File: src/rtl/accel_job_pkg.sv
// Shared definitions for the accelerator job controller: register map, bit
// positions, FSM encoding and descriptor sizing.
package accel_job_pkg;

  localparam logic [7:0] OFF_CTRL    = 8'h00;
  localparam logic [7:0] OFF_SRC     = 8'h04;
  localparam logic [7:0] OFF_DST     = 8'h08;
  localparam logic [7:0] OFF_LEN     = 8'h0C;
  localparam logic [7:0] OFF_STATUS  = 8'h10;
  localparam logic [7:0] OFF_IRQ_ACK = 8'h14;

  localparam int CTRL_EN     = 0;
  localparam int CTRL_IRQ_EN = 1;
  localparam int CTRL_CLR    = 2;

  localparam int ST_BUSY    = 0;
  localparam int ST_FULL    = 1;
  localparam int ST_EMPTY   = 2;
  localparam int ST_OVF     = 3;
  localparam int ST_IRQ     = 4;
  localparam int ST_LVL_LSB = 8;
  localparam int ST_CNT_LSB = 16;

  typedef enum logic [1:0] {
    S_IDLE      = 2'd0,
    S_ISSUE     = 2'd1,
    S_WAIT_DONE = 2'd2
  } state_e;

  // Descriptor layout is {src, dst, len}, src in the MSBs.
  function automatic int desc_width(input int dw, input int lw);
    return 2 * dw + lw;
  endfunction

endpackage

File: src/rtl/job_desc_fifo.sv
// Synchronous descriptor queue with flush; head entry is presented combinationally.
module job_desc_fifo #(
  parameter int W  = 8,
  parameter int AW = 2
) (
  input  logic          clk,
  input  logic          rst,
  input  logic          push_i,
  input  logic          pop_i,
  input  logic          flush_i,
  input  logic [W-1:0]  wdata_i,
  output logic [W-1:0]  rdata_o,
  output logic          full_o,
  output logic          empty_o,
  output logic [AW:0]   level_o
);
  localparam int DEPTH = 1 << AW;

  logic [W-1:0]  mem_q [DEPTH];
  logic [AW-1:0] wr_ptr_q, rd_ptr_q;
  logic [AW:0]   level_q;
  logic          do_push, do_pop;

  assign full_o  = (level_q == (AW+1)'(DEPTH));
  assign empty_o = (level_q == '0);
  assign level_o = level_q;
  assign rdata_o = mem_q[rd_ptr_q];
  assign do_push = push_i && !full_o;
  assign do_pop  = pop_i && !empty_o;

  always_ff @(posedge clk or posedge rst) begin
    if (rst) begin
      wr_ptr_q <= '0;
      rd_ptr_q <= '0;
      level_q  <= '0;
    end else if (flush_i) begin
      wr_ptr_q <= '0;
      rd_ptr_q <= '0;
      level_q  <= '0;
    end else begin
      if (do_push) wr_ptr_q <= wr_ptr_q + 1'b1;
      if (do_pop)  rd_ptr_q <= rd_ptr_q + 1'b1;
      level_q <= level_q + (AW+1)'(do_push) - (AW+1)'(do_pop);
    end
  end

  always_ff @(posedge clk) begin
    if (do_push) mem_q[wr_ptr_q] <= wdata_i;
  end

endmodule

File: src/rtl/accel_job_ctrl.sv
// Register-driven job scheduler: stages descriptors into a queue, issues them
// one at a time over valid/ready, counts completions and raises an interrupt.
module accel_job_ctrl
  import accel_job_pkg::*;
#(
  parameter int DATA_WIDTH = 32,
  parameter int LEN_WIDTH  = 24,
  parameter int FIFO_AW    = 2
) (
  input  logic                  clk,
  input  logic                  rst,
  input  logic [DATA_WIDTH-1:0] set_addr,
  input  logic [DATA_WIDTH-1:0] set_data,
  input  logic                  set_stb,
  input  logic [DATA_WIDTH-1:0] get_addr,
  output logic [DATA_WIDTH-1:0] get_data,
  input  logic                  get_stb,
  output logic [DATA_WIDTH-1:0] job_src,
  output logic [DATA_WIDTH-1:0] job_dst,
  output logic [LEN_WIDTH-1:0]  job_len,
  output logic                  job_valid,
  input  logic                  job_ready,
  input  logic                  job_done,
  output logic                  irq
);
  localparam int DESC_W = desc_width(DATA_WIDTH, LEN_WIDTH);

  state_e                state_q, state_d;
  logic                  en_q, irq_en_q;
  logic [DATA_WIDTH-1:0] src_q, dst_q, job_src_q, job_dst_q, get_data_q, get_data_d;
  logic [LEN_WIDTH-1:0]  len_q, job_len_q;
  logic                  ovf_q, ovf_d, irq_q, irq_d;
  logic [15:0]           cnt_q, cnt_d;
  logic                  wr_ctrl, wr_src, wr_dst, wr_len, wr_ack, soft_clr, pop, done_evt;
  logic [DESC_W-1:0]     push_desc, head_desc;
  logic                  full, empty;
  logic [FIFO_AW:0]      level;
  logic [31:0]           status;
  logic                  unused_ok;

  function automatic logic is_addr(input logic [DATA_WIDTH-1:0] a, input logic [7:0] off);
    return a == DATA_WIDTH'(off);
  endfunction

  assign wr_ctrl   = set_stb && is_addr(set_addr, OFF_CTRL);
  assign wr_src    = set_stb && is_addr(set_addr, OFF_SRC);
  assign wr_dst    = set_stb && is_addr(set_addr, OFF_DST);
  assign wr_len    = set_stb && is_addr(set_addr, OFF_LEN);
  assign wr_ack    = set_stb && is_addr(set_addr, OFF_IRQ_ACK) && set_data[0];
  assign soft_clr  = wr_ctrl && set_data[CTRL_CLR];
  // The LEN write both stages the length and pushes, so the new LEN value goes in directly.
  assign push_desc = {src_q, dst_q, set_data[LEN_WIDTH-1:0]};
  assign unused_ok = get_stb;

  job_desc_fifo #(.W(DESC_W), .AW(FIFO_AW)) u_fifo (
    .clk     (clk),
    .rst     (rst),
    .push_i  (wr_len),
    .pop_i   (pop),
    .flush_i (soft_clr),
    .wdata_i (push_desc),
    .rdata_o (head_desc),
    .full_o  (full),
    .empty_o (empty),
    .level_o (level)
  );

  always_comb begin
    ovf_d = ovf_q;
    irq_d = irq_q;
    cnt_d = cnt_q;
    if (soft_clr) begin
      ovf_d = 1'b0;
      irq_d = 1'b0;
      cnt_d = '0;
    end else if (wr_len && full) begin
      ovf_d = 1'b1;
    end
    if (wr_ack) irq_d = 1'b0;
    // A completion in the same cycle as an acknowledge must not be lost.
    if (done_evt) begin
      cnt_d = cnt_d + 16'd1;
      if (irq_en_q) irq_d = 1'b1;
    end
  end

  always_ff @(posedge clk or posedge rst) begin
    if (rst) begin
      en_q     <= 1'b0;
      irq_en_q <= 1'b0;
      src_q    <= '0;
      dst_q    <= '0;
      len_q    <= '0;
      ovf_q    <= 1'b0;
      irq_q    <= 1'b0;
      cnt_q    <= '0;
    end else begin
      if (wr_ctrl) begin
        en_q     <= set_data[CTRL_EN];
        irq_en_q <= set_data[CTRL_IRQ_EN];
      end
      if (wr_src) src_q <= set_data;
      if (wr_dst) dst_q <= set_data;
      if (wr_len) len_q <= set_data[LEN_WIDTH-1:0];
      ovf_q <= ovf_d;
      irq_q <= irq_d;
      cnt_q <= cnt_d;
    end
  end

  always_ff @(posedge clk or posedge rst) begin
    if (rst) state_q <= S_IDLE;
    else     state_q <= state_d;
  end

  always_comb begin
    state_d = state_q;
    case (state_q)
      S_IDLE:      if (en_q && !empty) state_d = S_ISSUE;
      S_ISSUE:     if (job_ready)      state_d = S_WAIT_DONE;
      S_WAIT_DONE: if (job_done)       state_d = S_IDLE;
      default:                         state_d = S_IDLE;
    endcase
  end

  always_comb begin
    pop       = (state_q == S_IDLE) && en_q && !empty;
    done_evt  = (state_q == S_WAIT_DONE) && job_done;
    job_valid = (state_q == S_ISSUE);
  end

  always_ff @(posedge clk or posedge rst) begin
    if (rst) begin
      job_src_q <= '0;
      job_dst_q <= '0;
      job_len_q <= '0;
    end else if (pop) begin
      {job_src_q, job_dst_q, job_len_q} <= head_desc;
    end
  end

  always_comb begin
    status                       = '0;
    status[ST_BUSY]              = (state_q != S_IDLE);
    status[ST_FULL]              = full;
    status[ST_EMPTY]             = empty;
    status[ST_OVF]               = ovf_q;
    status[ST_IRQ]               = irq_q;
    status[ST_LVL_LSB +: 8]      = 8'(level);
    status[ST_CNT_LSB +: 16]     = cnt_q;
    get_data_d = '0;
    if      (is_addr(get_addr, OFF_CTRL))   get_data_d = DATA_WIDTH'({irq_en_q, en_q});
    else if (is_addr(get_addr, OFF_SRC))    get_data_d = src_q;
    else if (is_addr(get_addr, OFF_DST))    get_data_d = dst_q;
    else if (is_addr(get_addr, OFF_LEN))    get_data_d = DATA_WIDTH'(len_q);
    else if (is_addr(get_addr, OFF_STATUS)) get_data_d = DATA_WIDTH'(status);
  end

  always_ff @(posedge clk or posedge rst) begin
    if (rst) get_data_q <= '0;
    else     get_data_q <= get_data_d;
  end

  assign get_data = get_data_q;
  assign job_src  = job_src_q;
  assign job_dst  = job_dst_q;
  assign job_len  = job_len_q;
  assign irq      = irq_q;

endmodule

File: config.mk
export PLATFORM = sky130hd
export DESIGN_NAME = accel_job_ctrl
export DESIGN_NICKNAME = d
export VERILOG_FILES = /design/src/rtl/accel_job_pkg.sv /design/src/rtl/job_desc_fifo.sv /design/src/rtl/accel_job_ctrl.sv
export SDC_FILE = /design/constraint.sdc
export NUM_CORES = 1
export LEC_CHECK = 0
export ABC_AREA = 0
export BUFFER_PORTS_ARGS = -buffer_cell sky130_fd_sc_hd__buf_2
export CORE_MARGIN = 10
export CORE_UTILIZATION = 63
export CTS_BUF_LIST = sky130_fd_sc_hd__clkbuf_8 sky130_fd_sc_hd__clkbuf_16
export DETAILED_ROUTE_END_ITERATION = 10
export PLACE_DENSITY = 0.84
export SYNTH_ARGS = -nofsm -noshare
export SYNTH_HDL_FRONTEND = slang
export SYNTH_SLANG_ARGS = --single-unit
File: constraint.sdc
create_clock -name clk -period 16.45 [get_ports clk]
set_input_delay 3.29 -clock clk [delete_from_list [all_inputs] [get_ports clk]]
set_output_delay 3.29 -clock clk [all_outputs]
set_load 0.05 [all_outputs]
# After elaboration in Yosys (flattened, before gate mapping)
# Memory sizes are Yosys's and may differ from the RTL's. A register that Yosys moved wholly into a read port is not among the register bits.
# Index checks and enable logic that the tools add are counted.
# op_classes
bitwise_logic,0
eq_ne,14
n_div,0
add_sub_neg,5
n_lt_le_gt_ge,0
shift,0
muxes,24
mul,0
reduce_logical,25
# ops
operator,n
$mux 32,5
$eq 32x4->1 const B,4
$eq 32x3->1 const B,2
$eq 32x5->1 const B,2
$logic_not 32->1,2
$mux 16,2
$add 16x1->16 const B,1
$logic_and 1x1->1,14
$mux 2,7
$mux 1,8
$reduce_bool 2->1,4
$pmux 2 s3,1
$add 2x1->2 const B,2
$ne 2x2->1 const B,2
$add 3x1->3,1
$eq 3x3->1 const B,1
$logic_not 3->1,1
$mux 3,1
$reduce_and 3->1,1
$sub 3x1->3,1
$eq 2x1->1 const B,1
$eq 2x2->1 const B,1
$logic_not 1->1,2
$logic_not 2->1,1
$ne 2x1->1 const B,1
# totals
elab_cells,82
in_bits,102
regBits,149
latchBits,0
ram_bits,352
rom_bits,0
n_memories,1
output_inout_bits,122
# memory_table
name,words,word_bits,read_ports,rd_clocked_by_memory_dff,write_ports,line,rtl
u_fifo.mem_q,4,88,1,1,1,job_desc_fifo.sv:19,logic [W-1:0] mem_q [DEPTH];

# Longest topological paths before layout
# Gate-level depths: netlist (run 1).
# logic_depth
ltp_word,7
mapped_depth,13
mapped_depth_nobuf,11

# Modules after synthesis
# A second synthesis (run 1) with hierarchy kept.
# hier_totals
cells_unflattened,1193
hier_area_um2,23128.4
# by_module_without_submodules
mod,instances,area_per_inst_um2,cells_each
job_desc_fifo,1,13496.7,507
accel_job_ctrl,1,9631.7,686

# Worst setup path before layout (run 1)
# No wires, ideal clock.
# synth_path
path_type,input to register
from,in set_addr[18]
to,mem u_fifo.mem_q[0][0] (netlist name) (enable)
setup_time_ps,457
stages,5
t_arrival_ps,6544
n_path_buf,1
slack_ps,9449
cell_sequence,nor4_1 nand4_1 clkbuf_1 nor3_1 and3_1
# synth_between
elab_chain_len,5
# synth_lines
element,line,rtl
from (decl),accel_job_ctrl.sv:12,"input logic [DATA_WIDTH-1:0] set_addr,"
$eq 32x4->1,accel_job_ctrl.sv:42,return a == DATA_WIDTH'(off);
$logic_and 1x1->1,accel_job_ctrl.sv:48,"assign wr_len = set_stb && is_addr(set_addr, OFF_LEN);"
$logic_and 1x1->1,job_desc_fifo.sv:28,assign do_push = push_i && !full_o;
$mux 1,job_desc_fifo.sv:48,if (do_push) mem_q[wr_ptr_q] <= wdata_i;
$mux 1 (implied by the code),job_desc_fifo.sv:48,
to (decl),job_desc_fifo.sv:19,
# Every way passes these cells.

# Final worst setup path (run 1)
# layout_path
from,in set_addr[18]
to,mem u_fifo.mem_q[2][28] (netlist name) (enable)
# The elaborated chain is that of the path after synthesis.

==> flow_results.xml, run 1 <==
<?xml version="1.0" encoding="UTF-8"?>
<metrics>
  <group name="sta">
    <metric name="setup_tns" unit="ps">0</metric>
    <metric name="final-hold-violation-count" unit="">0</metric>
    <metric name="final_period_minus_worst_setup_slack" unit="ps">6370</metric>
    <metric name="max_clock_freq" unit="MHz">157</metric>
    <metric name="slew_violations" unit="">0</metric>
    <metric name="worst_pin_slew" unit="ps">1260</metric>
    <metric name="maxSlewHeadroom" unit="%">15.6</metric>
    <metric name="setup_viol" unit="">0</metric>
    <metric name="timing.final.crit_share" unit="%">38.7</metric>
    <metric name="finalClockSkew" unit="ps">14.3</metric>
    <metric name="unrepaired_setup_endpoints_after_global_routing" unit="">no</metric>
  </group>
  <group name="synth">
    <metric name="synth.net_count" unit="">1331</metric>
    <metric name="ys_warn_count" unit="">0</metric>
    <metric name="syn_area_per_cell" unit="µm²">18.6</metric>
    <metric name="yosys-top-cells-area" unit="">edfxtp_1, dfrtp_1, mux4_2, mux2_2, nor2_1</metric>
    <metric name="synth.top_cell.area_share" unit="%">46.4</metric>
    <metric name="post_synthesis_cells" unit="">1221</metric>
    <metric name="ys_seq_area_share" unit="%">72.5</metric>
    <metric name="synth_top_area_cell" unit="">edfxtp_1</metric>
    <metric name="synth_edf_count" unit="">352</metric>
    <metric name="synth_cell_type_count" unit="">54</metric>
    <metric name="ys_dominant_reg_cell" unit="">edfxtp_1</metric>
    <metric name="netlist_area" unit="µm²">22800</metric>
    <metric name="postSynthRegisterBits" unit="">589</metric>
    <metric name="async_reset_ff_share" unit="%">40.2</metric>
  </group>
  <group name="grt">
    <metric name="total_track_usage" unit="%">23.1</metric>
    <metric name="grt_first_pass_wirelength" unit="mm">78.5</metric>
    <metric name="grt_max_degree" unit="">97</metric>
    <metric name="antenna_found_initial" unit="">6</metric>
    <metric name="first_global_vias" unit="">13300</metric>
    <metric name="gr-total-overflow" unit="">0</metric>
  </group>
  <group name="routing">
    <metric name="detail_route.wirelength" unit="mm">50.7</metric>
    <metric name="detailedRoute.firstPassIterationCount" unit="">5</metric>
    <metric name="routedWlPerCell" unit="µm">25.8</metric>
    <metric name="viasPerCell" unit="">6.28</metric>
    <metric name="drc" unit="">0</metric>
    <metric name="post_route_antenna_net_violation_count" unit="">0</metric>
    <metric name="route.vias.total" unit="">12300</metric>
    <metric name="drt-initial-drc-count" unit="">969</metric>
  </group>
  <group name="job">
    <metric name="cap_violations" unit="">0</metric>
  </group>
  <group name="layout">
    <metric name="fillerInstances" unit="">2101</metric>
    <metric name="nets" unit="">1564</metric>
    <metric name="drive_above_1_share" unit="%">40.2</metric>
    <metric name="finalCoreUtilization" unit="%">73.6</metric>
    <metric name="post-route-cell-area" unit="µm²">26200</metric>
    <metric name="areaGrowthSynthToFinish" unit="%">14.9</metric>
  </group>
  <group name="clocking">
    <metric name="tritoncts_num_sinks" unit="">589</metric>
    <metric name="tritoncts" unit="">yes</metric>
    <metric name="worstSkewPairLatency" unit="ps">600</metric>
    <metric name="max-clock-path-buffers" unit="">3</metric>
    <metric name="h-tree-depth" unit="">2</metric>
    <metric name="cts_post_setup_buffers_inserted" unit="">0</metric>
    <metric name="clk_pin_slew_worst_paths" unit="ps">60</metric>
    <metric name="cts.repair.resized" unit="">0</metric>
    <metric name="clock_root_cell" unit="">clkbuf_16</metric>
    <metric name="cts-buffers-inserted" unit="">56</metric>
    <metric name="post_cts_hold_buffer_count" unit="">0</metric>
  </group>
  <group name="setup_path">
    <metric name="critPathBufInv" unit="">2</metric>
    <metric name="worst_setup_path_end_kind" unit="">flop</metric>
    <metric name="critical_path_class" unit="">primary input to flop</metric>
    <metric name="critical_path_arrival" unit="ps">6580</metric>
    <metric name="critPathMaxFanout" unit="">56</metric>
    <metric name="critical_path.startpoint" unit="">set_addr[18]</metric>
    <metric name="timing.critical_path.slowest_stage_cell" unit="">buf_4</metric>
    <metric name="cp_slowest_stage_delay" unit="ps">820</metric>
    <metric name="rr_startpoint" unit="">u_fifo.level_o[1]</metric>
    <metric name="timing.critical_path.required" unit="ps">16660</metric>
    <metric name="timing.critical_path.cells" unit="">buf_2, nor4_1, nand4_1, nor3_1, and3_4, buf_4</metric>
    <metric name="critical_path.top_delay_family" unit="">simple AND/OR/NAND/NOR gates</metric>
    <metric name="setup.worst_path.start_class" unit="">primary input</metric>
  </group>
  <group name="floorplanning">
    <metric name="die-height" unit="µm">210</metric>
    <metric name="num_rows" unit="">69</metric>
    <metric name="fp.coreArea" unit="µm²">35600</metric>
    <metric name="io_pins" unit="">224</metric>
    <metric name="fp.dieW" unit="µm">210</metric>
    <metric name="start_util" unit="%">64.0</metric>
    <metric name="floorplan.die_area" unit="µm²">44100</metric>
  </group>
  <group name="power">
    <metric name="total_leakage_power" unit="nW">11.7</metric>
    <metric name="cellPowerDensity" unit="nW/µm²">108</metric>
    <metric name="worst_voltage_drop_across_the_vdd_grid" unit="mV">0.126</metric>
    <metric name="fin_total_pwr" unit="mW">2.83</metric>
  </group>
  <group name="placement">
    <metric name="final_weighted_congestion_of_routability_driven_global_placement" unit="">0.853</metric>
    <metric name="placedInstanceArea" unit="µm²">24400</metric>
    <metric name="dp.final_hpwl" unit="mm">30.9</metric>
    <metric name="io_buffer_count" unit="">222</metric>
  </group>
  <group name="run_status">
    <metric name="run_status" unit="">completed</metric>
  </group>
  <group name="hold_path">
    <metric name="hold_path.startpoint" unit="">job_len[6]</metric>
    <metric name="hold_path.class" unit="">flop to flop</metric>
  </group>
</metrics>
==> logic make-up (layout without fill, tap and decap cells) <==
| kind of cell | after synthesis | count (layout) | share of synthesized area (%) |
|---|---|---|---|
| buffers and inverters | 79 | 359 | 1.52 |
| other | 0 | 5 | 0 |
| multiplexers | 268 | 268 | 17.7 |
| AO/OA/AOI/OAI | 98 | 98 | 3.13 |
| AND/OR/NAND/NOR | 165 | 165 | 4.15 |
| flip-flops | 589 | 589 | 72.5 |
| adder cells (fa/ha/maj) | 8 | 8 | 0.473 |
| XOR/XNOR | 14 | 14 | 0.539 |
==> metrics by stage <==
step | std cells | worst slack (ps) | hold WS [ps]
global placement | 1857 | 9570 | 468
CTS | 1962 | 10100 | 501
floorplan | 1221 | 6660 | 459
finish | 1967 | 10080 | 496
detailed placement | 1857 | 9480 | 488
global route | 1964 | 9860 | 513
==> power breakdown <==
| group | switching [mW] | internal (mW) | leakage, nW |
|---|---|---|---|
| Combinational | 0.0329 | 0.0135 | 3.56 |
| Sequential | 0.000855 | 1.56 | 7.13 |
| Clock | 0.526 | 0.703 | 0.966 |
==> cells in the final DEF, fill, tap and decap left out, types with 16 or more instances in the layout <==
master     synthesis  layout
buf_4              8      18
nor2_1            45      45
nand2_1           22      22
a21oi_1           16      16
inv_1             14      36
dfrtp_1          237     235
mux4_2            90      90
clkbuf_16          0      58
nor4_1            16      16
buf_2              9     222
edfxtp_1         352     352
mux2_2           172     172
==> state kept, by name, summed over array words and instances (netlist names) <==
register         flops
cnt_q               16
dst_q               32
en_q                 1
get_data            32
irq                  1
irq_en_q             1
job_dst             32
job_len             24
job_src             32
len_q               24
ovf_q                1
src_q               32
state_q              2
u_fifo.level_o       3
u_fifo.mem_q       352
u_fifo.rd_ptr_q      2
u_fifo.wr_ptr_q      2
==> Yosys cell counts (all sizes together) (2+ instances only) <==
master and n:
a21o 14, dfrtp 237, inv 14, a22o 9, clkbuf 42, nand3 8
edfxtp 352, and3 5, o21ai 7, a21oi 16, xor2 6, o31ai 3
or3b 3, o311a 8, nor2b 5, nand2b 4, or3 8, nand3b 2
xnor2 8, mux2 178, o211ai 14, and2 2, nor4 21, mux4 90
nand4 8, or4 6, buf 23, nor3 17, nor2 45, nand2 22
a211oi 14, ha 7, or2 2, a22oi 9
==> metal layers <==
metal	part of all wire, %	GRT usage (%)
met5	0.045	0
met1	38	29.0
met2	52	39.5
met4	2.5	7.52
met3	6.9	4.95
==> area by class of cell <==
| cell class | instances | area, µm² | area share [%] |
|---|---|---|---|
| Clock buffer | 66 | 1560 | 5.97 |
| Multi-Input combinational cell | 553 | 5970 | 22.8 |
| Sequential cell | 589 | 16500 | 63.1 |
| Tap cell | 461 | 577 | 2.20 |
| Inverter | 14 | 60.1 | 0.230 |
| Clock inverter | 39 | 225 | 0.861 |
| Timing Repair Buffer | 240 | 1250 | 4.76 |
| Antenna cell | 5 | 12.5 | 0.0478 |
==> worst paths after layout <==
| path | to | slack [ps] | cells after the start |
|---|---|---|---|
| max in group asynchronous | u_fifo.rd_ptr_q[0] | 12070 | 3 |
| min | job_len[6] | 500 | 1 |
| min in group asynchronous | dst_q[23] | 2820 | 2 |
| max reg2reg | job_dst[6] | 13670 | 4 |
| max | u_fifo.mem_q[2][28] | 10080 | 6 |
| min reg2reg | job_len[6] | 500 | 1 |
Note: power is estimated with default switching activity, not from simulation.
==> run 2, diff against run 1 <==
CORE_UTILIZATION = 59   (was 63)
PLACE_DENSITY = 0.8   (was 0.84)
clock period = 6.5 ns   (was 16.45 ns; I/O delays follow)
==> run 2 against run 1 <==
  * Die area rose by 6.1%
  * Combinational power rose to 2.5 times the previous value
  * Clock-buffer cell count unchanged
  * Clock power grew to 2.6 times the previous value
  * First-iteration DRC count rose by 8.4%
  * Clock skew grew 17 ps
  * Via count is 1.6% lower
  * Register-to-register slack got worse by 10000 ps
  * Sequential power increased to 2.5 times the previous value
  * Cell area grew 0.62%
  * Critical path depth unchanged
  * Sequential share of layout area decreased by 0.39 points
  * Largest cell class unchanged
  * Largest power group unchanged
  * Highest routed layer unchanged
==> flow_results.xml, run 2 (synthesized netlist as in run 1, its figures left out) <==
<?xml version="1.0" encoding="UTF-8"?>
<metrics>
  <group name="sta">
    <metric name="finalClockSkew" unit="ps">30.9</metric>
    <metric name="timing.final.crit_share" unit="%">62.7</metric>
    <metric name="final_period_minus_worst_setup_slack" unit="ps">4080</metric>
    <metric name="maxSlewHeadroom" unit="%">27.2</metric>
    <metric name="setup_tns" unit="ps">0</metric>
    <metric name="max_clock_freq" unit="MHz">245</metric>
    <metric name="slew_violations" unit="">0</metric>
    <metric name="final-hold-violation-count" unit="">0</metric>
    <metric name="setup_viol" unit="">0</metric>
    <metric name="unrepaired_setup_endpoints_after_global_routing" unit="">no</metric>
    <metric name="worst_pin_slew" unit="ps">1080</metric>
  </group>
  <group name="hold_path">
    <metric name="hold_path.class" unit="">flop to flop</metric>
  </group>
  <group name="routing">
    <metric name="m1_wl" unit="mm">19.5</metric>
    <metric name="drt-initial-drc-count" unit="">1050</metric>
    <metric name="detailedRoute.firstPassIterationCount" unit="">5</metric>
    <metric name="wl_met3" unit="mm">3.61</metric>
    <metric name="post_route_antenna_net_violation_count" unit="">0</metric>
    <metric name="viasPerCell" unit="">6.03</metric>
    <metric name="route.vias.total" unit="">12200</metric>
    <metric name="routedWlPerCell" unit="µm">24.9</metric>
    <metric name="detail_route.wirelength" unit="mm">50.2</metric>
    <metric name="route.met2.wl" unit="mm">26.1</metric>
    <metric name="highest-signal-layer" unit="">met5</metric>
    <metric name="drc" unit="">0</metric>
  </group>
  <group name="setup_path">
    <metric name="critical_path_class" unit="">primary input to flop</metric>
    <metric name="timing.critical_path.required" unit="ps">6790</metric>
    <metric name="worst_setup_path_end_kind" unit="">flop</metric>
    <metric name="critical_path_arrival" unit="ps">4360</metric>
    <metric name="critPathMaxFanout" unit="">55</metric>
    <metric name="setup.worst_path.start_class" unit="">primary input</metric>
  </group>
  <group name="grt">
    <metric name="gr-total-overflow" unit="">0</metric>
    <metric name="first_global_vias" unit="">13100</metric>
    <metric name="grt_max_degree" unit="">172</metric>
    <metric name="grt_first_pass_wirelength" unit="mm">77.4</metric>
    <metric name="total_track_usage" unit="%">21.5</metric>
    <metric name="antenna_found_initial" unit="">7</metric>
  </group>
  <group name="floorplanning">
    <metric name="fp.dieW" unit="µm">216</metric>
    <metric name="die-height" unit="µm">216</metric>
    <metric name="start_util" unit="%">60.2</metric>
    <metric name="floorplan.die_area" unit="µm²">46800</metric>
    <metric name="io_pins" unit="">224</metric>
    <metric name="fp.coreArea" unit="µm²">37800</metric>
    <metric name="num_rows" unit="">71</metric>
  </group>
  <group name="clocking">
    <metric name="cts_post_setup_buffers_inserted" unit="">0</metric>
    <metric name="tritoncts_num_sinks" unit="">589</metric>
    <metric name="max-clock-path-buffers" unit="">3</metric>
    <metric name="post_cts_hold_buffer_count" unit="">0</metric>
    <metric name="tritoncts" unit="">yes</metric>
    <metric name="clock_root_cell" unit="">clkbuf_16</metric>
    <metric name="cts-buffers-inserted" unit="">56</metric>
    <metric name="worstSkewPairLatency" unit="ps">620</metric>
    <metric name="cts.repair.resized" unit="">0</metric>
    <metric name="clk_pin_slew_worst_paths" unit="ps">60</metric>
    <metric name="h-tree-depth" unit="">2</metric>
  </group>
  <group name="power">
    <metric name="total_leakage_power" unit="nW">11.7</metric>
    <metric name="worst_voltage_drop_across_the_vdd_grid" unit="mV">0.269</metric>
    <metric name="cellPowerDensity" unit="nW/µm²">275</metric>
  </group>
  <group name="placement">
    <metric name="final_weighted_congestion_of_routability_driven_global_placement" unit="">0.812</metric>
    <metric name="dp.final_hpwl" unit="mm">30.7</metric>
    <metric name="io_buffer_count" unit="">222</metric>
  </group>
  <group name="run_status">
    <metric name="run_status" unit="">completed</metric>
  </group>
  <group name="layout">
    <metric name="final_common_cell" unit="">edfxtp_1</metric>
    <metric name="fillerInstances" unit="">2413</metric>
    <metric name="layout_common_cells" unit="">edfxtp_1, dfrtp_1, buf_2</metric>
    <metric name="regMostFlops" unit="">u_fifo.mem_q</metric>
    <metric name="areaGrowthSynthToFinish" unit="%">15.6</metric>
    <metric name="drive_above_1_share" unit="%">40.7</metric>
    <metric name="nets" unit="">1565</metric>
    <metric name="largest_register_ffs" unit="">352</metric>
    <metric name="finalCoreUtilization" unit="%">69.6</metric>
  </group>
  <group name="job">
    <metric name="cap_violations" unit="">0</metric>
  </group>
</metrics>
run 2: cell types whose count changed in the layout (fill, tap and decap cells not counted), sizes merged:
cell / previous run / this run
bufinv: 2 / 3
clkinv: 11 / 13
buf: 240 / 241
inv: 39 / 31
clkinvlp: 1 / 6
diode: 5 / 3
run 2: worst max-delay path: stages:
cell and delay, ps:
buf_2 100, nor4_1 290, nand4_1 680, nor3_1 690, and3_4 930, buf_12 340
run 2: path summary, 6_finish.rpt:
check | from | to | slack (ps) | cells past startpoint
max | set_addr[9] | u_fifo.mem_q[2][5] | 2420 | 6
min | len_q[15] | len_q[15] | 490 | 1
max reg2reg | state_q[0] | u_fifo.level_o[2] | 3690 | 11
min reg2reg | len_q[15] | len_q[15] | 490 | 1
max in group asynchronous | rst | u_fifo.rd_ptr_q[1] | 4210 | 3
min in group asynchronous | rst | job_len[20] | 840 | 2
run 2: layout make-up:
cell class | instances | area, µm² | share of cell area [%]
Multi-Input combinational cell | 553 | 5970 | 22.7
Sequential cell | 589 | 16500 | 62.7
Clock buffer | 66 | 1550 | 5.89
Tap cell | 511 | 639 | 2.43
Clock inverter | 39 | 274 | 1.04
Antenna cell | 3 | 7.51 | 0.0285
Timing Repair Buffer | 241 | 1320 | 5.00
Inverter | 14 | 56.3 | 0.214
run 2: power by group:
| part | total [mW] | leakage, nW | switching, mW | internal, mW |
|---|---|---|---|---|
| logic | 0.117 | 3.58 | 0.0826 | 0.0348 |
| registers | 3.95 | 7.13 | 0.00202 | 3.94 |
| clock network | 3.18 | 0.945 | 1.37 | 1.81 |
run 2: routing by layer:
| layer | vias up | global-route usage, % |
|---|---|---|
| met5 | - | 0 |
| met4 | 8 | 6.20 |
| li1 | 5266 | - |
| met1 | 6348 | 27.3 |
| met3 | 74 | 4.82 |
| met2 | 454 | 36.5 |
run 2: metrics by stage:
step	std cells	hold slack, ps	cell area, µm²	power, mW	setup WS, ps
2_1_floorplan	1221	459	22800	4.07	1490
3_3_place_gp	1908	468	24500	4.14	1870
3_5_place_dp	1908	480	24500	4.14	1790
4_1_cts	2013	494	26300	7.29	2420
5_1_grt	2016	506	26300	7.45	2150
6_report	2016	495	26300	7.25	2420
